$ cat src/rtl/bcd_tick_counter.sv
// bcd_tick_counter: clock prescaler driving a cascaded BCD counter with modulus, up/down, enable and load
module bcd_tick_counter #(
  parameter int CLK_DIV = 24000,
  parameter int DIV_W = 25,
  parameter int DIGITS = 2,
  parameter int MODULUS = 60
) (
  input  logic                clk,
  input  logic                res,
  input  logic                en,
  input  logic                up,
  input  logic                load,
  input  logic [4*DIGITS-1:0] load_val,
  output logic                tick,
  output logic [4*DIGITS-1:0] bcd,
  output logic                wrap
);
  localparam int BW = 4*DIGITS;
  function automatic logic [BW-1:0] to_bcd(input int v);
    logic [BW-1:0] r;
    int t;
    r = '0;
    t = v;
    for (int i = 0; i < DIGITS; i++) begin
      r[4*i+:4] = 4'(t % 10);
      t = t / 10;
    end
    return r;
  endfunction
  localparam logic [BW-1:0] TOP = to_bcd(MODULUS - 1);
  localparam logic [DIV_W-1:0] DIV_END = DIV_W'(CLK_DIV - 1);
  logic [DIV_W-1:0] div;
  logic [BW-1:0] inc, dec, ld_bin, w, nxt;
  logic c, b, ld_digits_ok, ld_ok, at_end;
  // Digit-wise carry/borrow chains keep every digit in 0-9
  always_comb begin
    inc = bcd;
    dec = bcd;
    c = 1'b1;
    b = 1'b1;
    for (int i = 0; i < DIGITS; i++) begin
      inc[4*i+:4] = c ? ((bcd[4*i+:4] == 4'd9) ? 4'd0 : bcd[4*i+:4] + 4'd1) : bcd[4*i+:4];
      dec[4*i+:4] = b ? ((bcd[4*i+:4] == 4'd0) ? 4'd9 : bcd[4*i+:4] - 4'd1) : bcd[4*i+:4];
      c = c & (bcd[4*i+:4] == 4'd9);
      b = b & (bcd[4*i+:4] == 4'd0);
    end
  end
  always_comb begin
    ld_digits_ok = 1'b1;
    ld_bin = '0;
    w = BW'(1);
    for (int i = 0; i < DIGITS; i++) begin
      ld_digits_ok = ld_digits_ok & (load_val[4*i+:4] <= 4'd9);
      ld_bin = ld_bin + BW'(load_val[4*i+:4]) * w;
      w = w * BW'(10);
    end
  end
  assign ld_ok = ld_digits_ok & (ld_bin < BW'(MODULUS));
  assign at_end = up ? (bcd == TOP) : (bcd == '0);
  assign nxt = at_end ? (up ? '0 : TOP) : (up ? inc : dec);
  always_ff @(posedge clk or posedge res) begin
    if (res) begin
      div  <= '0;
      tick <= 1'b0;
      bcd  <= '0;
      wrap <= 1'b0;
    end else if (load) begin
      div  <= '0;
      tick <= 1'b0;
      wrap <= 1'b0;
      bcd  <= ld_ok ? load_val : '0;
    end else begin
      wrap <= en & tick & at_end;
      if (en) begin
        div  <= (div == DIV_END) ? '0 : div + DIV_W'(1);
        tick <= div == DIV_END;
        if (tick) bcd <= nxt;
      end else begin
        tick <= 1'b0;
      end
    end
  end
endmodule

$ cat config.mk
export PLATFORM = sky130hd
export DESIGN_NAME = bcd_tick_counter
export DESIGN_NICKNAME = d
export VERILOG_FILES = /design/src/rtl/bcd_tick_counter.sv
export SDC_FILE = /design/constraint.sdc
export NUM_CORES = 1
export LEC_CHECK = 0
export CAP_MARGIN = 25
export CORE_MARGIN = 2
export CORE_UTILIZATION = 52
export DETAILED_ROUTE_END_ITERATION = 10
export PLACE_DENSITY = 0.88
export SETUP_SLACK_MARGIN = 0.05
export SLEW_MARGIN = 20
export SYNTH_ARGS = -nofsm -noshare
export SYNTH_HDL_FRONTEND = slang
export SYNTH_SLANG_ARGS = --single-unit
$ cat constraint.sdc
create_clock -name clk -period 2 [get_ports clk]
set_input_delay 0.4 -clock clk [delete_from_list [all_inputs] [get_ports clk]]
set_output_delay 0.4 -clock clk [all_outputs]
set_load 0.01 [all_outputs]
# Word level (Yosys, flattened, before mapping)
# Index checks and enable logic that the tools add are counted.
# W data, S select, Z words.
op_classes:
  shift: 0
  n_reduce_logical: 8
  n_eq_ne: 5
  n_lt_le_gt_ge: 3
  mul: 1
  n_div: 0
  bitwise_logic: 4
  add_sub_neg: 6
  muxes: 20
op_table:
  columns: ["op", "n"]
  rows:
  - ["$mux W25", 3]
  - ["$mux W8", 6]
  - ["$add A25 B1 Y25 const B", 1]
  - ["$eq A25 B15 Y1 const B", 1]
  - ["$mux W4", 6]
  - ["$add A4 B1 Y4 const B", 2]
  - ["$add A4 B8 Y8", 1]
  - ["$eq A4 B4 Y1 const B", 2]
  - ["$eq A8 B7 Y1 const B", 1]
  - ["$le A4 B4 Y1 const B", 2]
  - ["$logic_not A4 Y1", 2]
  - ["$logic_not A8 Y1", 1]
  - ["$lt A8 B6 Y1 const B", 1]
  - ["$sub A4 B1 Y4 const B", 2]
  - ["$mul A4 B3 Y7 const B", 1]
  - ["$mux W7", 1]
  - ["$and A1 B1 Y1", 4]
  - ["$mux W1", 4]
  - ["$ne A4 B1 Y1 const B", 1]
  - ["$reduce_and A4 Y1", 1]
  - ["$reduce_bool A2 Y1", 2]
  - ["$reduce_bool A4 Y1", 1]
  - ["$reduce_and A2 Y1", 1]
word_totals:
  latchBits: 0
  memories: 0
  rom_bits: 0
  in_bits: 13
  out_inout_bits: 10
  ram_bits: 0
  ff_bits: 35

# Longest topological paths before layout
logic_depth:
  depth_word: 8
  ltp_mapped: 9

# Worst setup path before layout
# Ideal clock, no wire load.
synth_timing:
  path_type: "input to register"
  startpoint: "input load_val[5]"
  endpoint: "register bcd[1]"
  cell_stages: 8
  t_required_ns: 1.874
  t_arrival_ns: 2.540
  path_slack_ns: -0.666
  path_buffers: 0
  cell_sequence: "ha_1 ha_1 fa_1 nor4b_1 maj3_1 o21ai_0 and3_1 a221o_1"
synth_between:
  elab_chain_len: 6
synth_rtl:
  columns: ["element", "line", "text"]
  rows:
  - ["start: declaration", "13", "input logic [4*DIGITS-1:0] load_val,"]
  - ["$mul A4 B3 Y7", "54", "ld_bin = ld_bin + BW'(load_val[4*i+:4]) * w;"]
  - ["$add A4 B8 Y8", "54", null]
  - ["$lt A8 B6 Y1", "58", "assign ld_ok = ld_digits_ok & (ld_bin < BW'(MODULUS));"]
  - ["$and A1 B1 Y1 *", "58", null]
  - ["$mux W8 *", "71", "bcd <= ld_ok ? load_val : '0;"]
  - ["$mux W8 *", "67", "end else if (load) begin"]
  - ["end signal: assignment", "71", null]
  - ["end signal: assignment", "77", "if (tick) bcd <= nxt;"]
  - ["end: declaration", "15", "output logic [4*DIGITS-1:0] bcd,"]
# Mark *: on every way between the ends. The rest lies on a longest branch, timed or not.
# A chain may end at the register's enable or synchronous reset.

# Worst setup path in the final report
layout_timing:
  startpoint: "input load_val[7]"
  endpoint: "register bcd[1]"
# The elaborated chain is that of the path after synthesis.

==> flow_summary_export.csv <==
group,metric,value,unit
outcome,status,"complete, but fails checks",
outcome,failed_checks,"negative setup slack",
logic_synthesis,ys.flop_type,"dfrtp_1",
floorplan,die_h,72.3,um
critical_path,critPathMaxFanout,5,
critical_path,worstPathRequired,2.19,ns
floorplan,core,4410,um2
final_layout,layout.nets,358,
critical_path,crit_chain,"buf_8, ha_4, ha_4, fa_1, o211a_1, and4b_2, nor4_4, and3_4, a221o_1",
logic_synthesis,synth_cell_type_count,55,
sta,rsz0062_at_grt,"true",
floorplan,pin_count,23,
grt,grt_max_degree,36,
clock_tree,cts-root-buf,"clkbuf_8",
clock_tree,cts_buffer_depth,2,
critical_path,critical_path_class,"in -> reg",
power_and_ir_drop,p_leak,1.44,nW
clock_tree,clock-sinks,35,
logic_synthesis,ys_seq_area_frac,0.361,
logic_synthesis,synth_nets,297,
placement,portBuffers,22,
clock_tree,htree_levels,2,
placement,dp_cells,376,
sta,tns,-2.31,ns
routing,wirelength,6.86,mm
power_and_ir_drop,peakVddDrop,380,uV
routing,drt_iter0_markers,403,
critical_path,worst_path_most_repeated_cell,"ha_4",
final_layout,stdcell_count,385,
sta,fin_ws,-0.350,ns
grt,grt_pass1_wl,11.7,mm
critical_path,reg2reg_slack,-0.13,ns
placement,routabilityCongestion,0.911,
critical_path,slowest_delay,0.52,ns
final_layout,drive_gt1_frac,0.240,
critical_path,critical_path_buf_inv_count,1,
critical_path,r2r_cells,8,
critical_path,crit_cells,9,
sta,setup_viol,8,
final_layout,diodes,0,
final_layout,multi_input_area,1560,um2
logic_synthesis,ys_ff_latch,35,
clock_tree,hold_buffers,0,
logic_synthesis,syn_inst,272,
routing,post_drt_via_cell_ratio,6.43,
sta,worst_slew_pin_slew,0.446,ns
logic_synthesis,async_flop_share,1.00,
grt,antenna_found_initial,0,
min_path,min_path_type,"in -> reg",
logic_synthesis,synth-edff-count,0,
clock_tree,cts_buffers,5,
placement,hpwlAfterDp,4.61,mm
clock_tree,clock_latency,0.30,ns
logic_synthesis,syn_area,2420,um2
floorplan,die_x,72.3,um
min_path,min_path_cells,3,
routing,num_vias,2475,
sta,period_minus_slack,2.35,ns
sta,finalClockSkew,0.00739,ns
routing,wire_per_inst,17.8,um
final_layout,fillers,313,
final_layout,regArea,876,um2
critical_path,cp-end-kind,"register",
floorplan,die-area,5230,um2
floorplan,initial_core_util,0.549,
power_and_ir_drop,powerDensity,626,nW/um2
grt,grt.overflow.total,0,
critical_path,startpoint_type,"primary input",
critical_path,arrival,2.54,ns
sta,drv_slew,0,
clock_tree,cts_tree,"yes",
sta,final-hold-violation-count,0,
clock_tree,clkTransAtPathRegs,0.08,ns
logic_synthesis,postSynthAreaPerCell,8.91,um2
critical_path,crit_slowest_cell,"fa_1",
routing,route.detailed.drc,0,
sta,period_share,1.18,
grt,grt_pass1_vias,2345,
placement,place_worst_setup_slack,-1.12,ns
floorplan,fp-row-count,24,
critical_path,path_delay_family,"adder cells",
run,max_cap_violations,0,
routing,ant_nets,0,
routing,dr.pass1.iters,5,
logic_synthesis,yosysWarningCount,0,
sta,fmax,425,MHz
power_and_ir_drop,total_power,0.00198,W
sta,max_slew_margin,0.703,
final_layout,areaGrowthSynthToFinish,30.6,%
grt,globalRouteTotalUtil,0.290,
==> synth_stat cells (2+ instances only) <==
| cell type | number | area (um2) |
|---|---|---|
| a21o_1 | 2 | 15.0 |
| a21oi_1 | 15 | 75.1 |
| a31oi_1 | 8 | 50.1 |
| a41o_1 | 2 | 20.0 |
| and2_1 | 3 | 18.8 |
| and3_1 | 12 | 75.1 |
| buf_2 | 2 | 10.0 |
| clkbuf_1 | 6 | 22.5 |
| dfrtp_1 | 35 | 876 |
| fa_1 | 2 | 40.0 |
| ha_1 | 10 | 125 |
| inv_1 | 7 | 26.3 |
| nand2_1 | 23 | 86.3 |
| nand3_1 | 20 | 100 |
| nand4_1 | 8 | 50.1 |
| nand4b_1 | 2 | 17.5 |
| nor2_1 | 28 | 105 |
| nor2b_1 | 6 | 37.5 |
| nor3_1 | 3 | 15.0 |
| nor4_1 | 3 | 18.8 |
| nor4b_1 | 2 | 17.5 |
| o211a_1 | 2 | 20.0 |
| o21ai_0 | 13 | 65.1 |
| o21bai_1 | 2 | 15.0 |
| o22ai_1 | 2 | 12.5 |
| o2bb2ai_1 | 3 | 26.3 |
| o31ai_1 | 2 | 15.0 |
| or2_2 | 2 | 12.5 |
| or3_1 | 2 | 12.5 |
| xnor2_1 | 3 | 26.3 |
| xor2_1 | 18 | 158 |
==> layout by cell type (no fill, tap or decap), drive strengths merged, types with 3 or more instances in the layout <==
cell type / netlist / final
o2bb2ai: 3 / 3
nor2: 28 / 28
a31oi: 8 / 8
a21oi: 16 / 16
nand2: 23 / 23
nor2b: 6 / 6
nor3: 3 / 3
nand4: 8 / 8
o22ai: 3 / 3
clkbuf: 7 / 6
xnor2: 3 / 3
clkdlybuf4s50: 0 / 15
nor4: 4 / 4
nand3: 20 / 20
o21ai: 13 / 13
inv: 7 / 7
xor2: 18 / 18
and3: 12 / 12
and2: 4 / 4
dfrtp: 35 / 35
ha: 10 / 10
buf: 4 / 47
dlygate4sd2: 0 / 3
==> worst register-to-register path: cells and delay by family (launching register included) <==
family / cells / cell delay [ns]
AND/OR/NAND/NOR: 2 / 0.64
AO/OA/AOI/OAI: 3 / 0.48
flip-flops: 1 / 0.39
multiplexers: 1 / 0.25
adder cells (fa/ha/maj): 1 / 0.17
buffers and inverters: 1 / 0.09
==> per-stage QoR <==
step / utilization / hold slack, ns / instance area, um2
2_1_floorplan: - / 0.446 / 2470
3_3_place_gp: 0.685 / 0.475 / 3020
3_5_place_dp: 0.685 / 0.467 / 3020
4_1_cts: 0.715 / 0.473 / 3150
5_1_grt: 0.717 / 0.468 / 3170
6_report: 0.717 / 0.467 / 3170
==> registers in the layout, summed over array words and instances (netlist names) <==
register  count
tick          1
bcd           8
div          25
wrap          1
==> kinds of logic after synthesis <==
kind of cell               Yosys count  synth area share
AOI/OAI and AO/OA                   58             0.156
DFF                                 35             0.361
buffers and inverters               18            0.0341
and+or+nand+nor                    123             0.269
muxes                                4            0.0310
xor gates and xnor gates            21            0.0759
adders and majority gates           13            0.0722
==> layer usage <==
layer,track usage,up-vias,share of wire,wire (um)
met3,0.0708,29,0.087,595
li1,-,1112,-,-
met2,0.459,157,0.48,3270
met5,0,-,0,0
met1,0.391,1177,0.40,2770
met4,0.101,0,0.032,217
==> final cells by class <==
type	count	share of cell area
inverter	7	0.00830
sequential	35	0.277
tap	52	0.0205
multi-input combinational	219	0.494
timing repair buffer	65	0.173
clock buffer	6	0.0261
clock inverter	1	0.00158
==> report_power, final <==
group | leakage, nW | switching [W] | internal [W]
logic | 0.912 | 0.000310 | 0.000342
registers | 0.482 | 0.0000519 | 0.000737
clock network | 0.0470 | 0.000270 | 0.000270
total | 1.44 | 0.000632 | 0.00135
==> worst paths after layout <==
path,start,to
worst max-delay path,load_val[7],bcd[1]$_DFFE_PP0P_
min in group asynchronous,res,div[5]$_DFFE_PP0N_
worst min-delay path,load_val[4],bcd[4]$_DFFE_PP0P_
worst max register to register,bcd[1]$_DFFE_PP0P_,bcd[5]$_DFFE_PP0P_
worst min register to register,div[24]$_DFFE_PP0N_,div[24]$_DFFE_PP0N_
max in group asynchronous,res,div[21]$_DFFE_PP0N_
==> repair_timing <==
item	in CTS	in global routing
endpoints found under the setup margin	8	10
gates resized for setup	34	3
cloned	0	0
pin swaps	15	2
setup buffers	1	1
No activity file was read; power rests on OpenSTA's default activity.
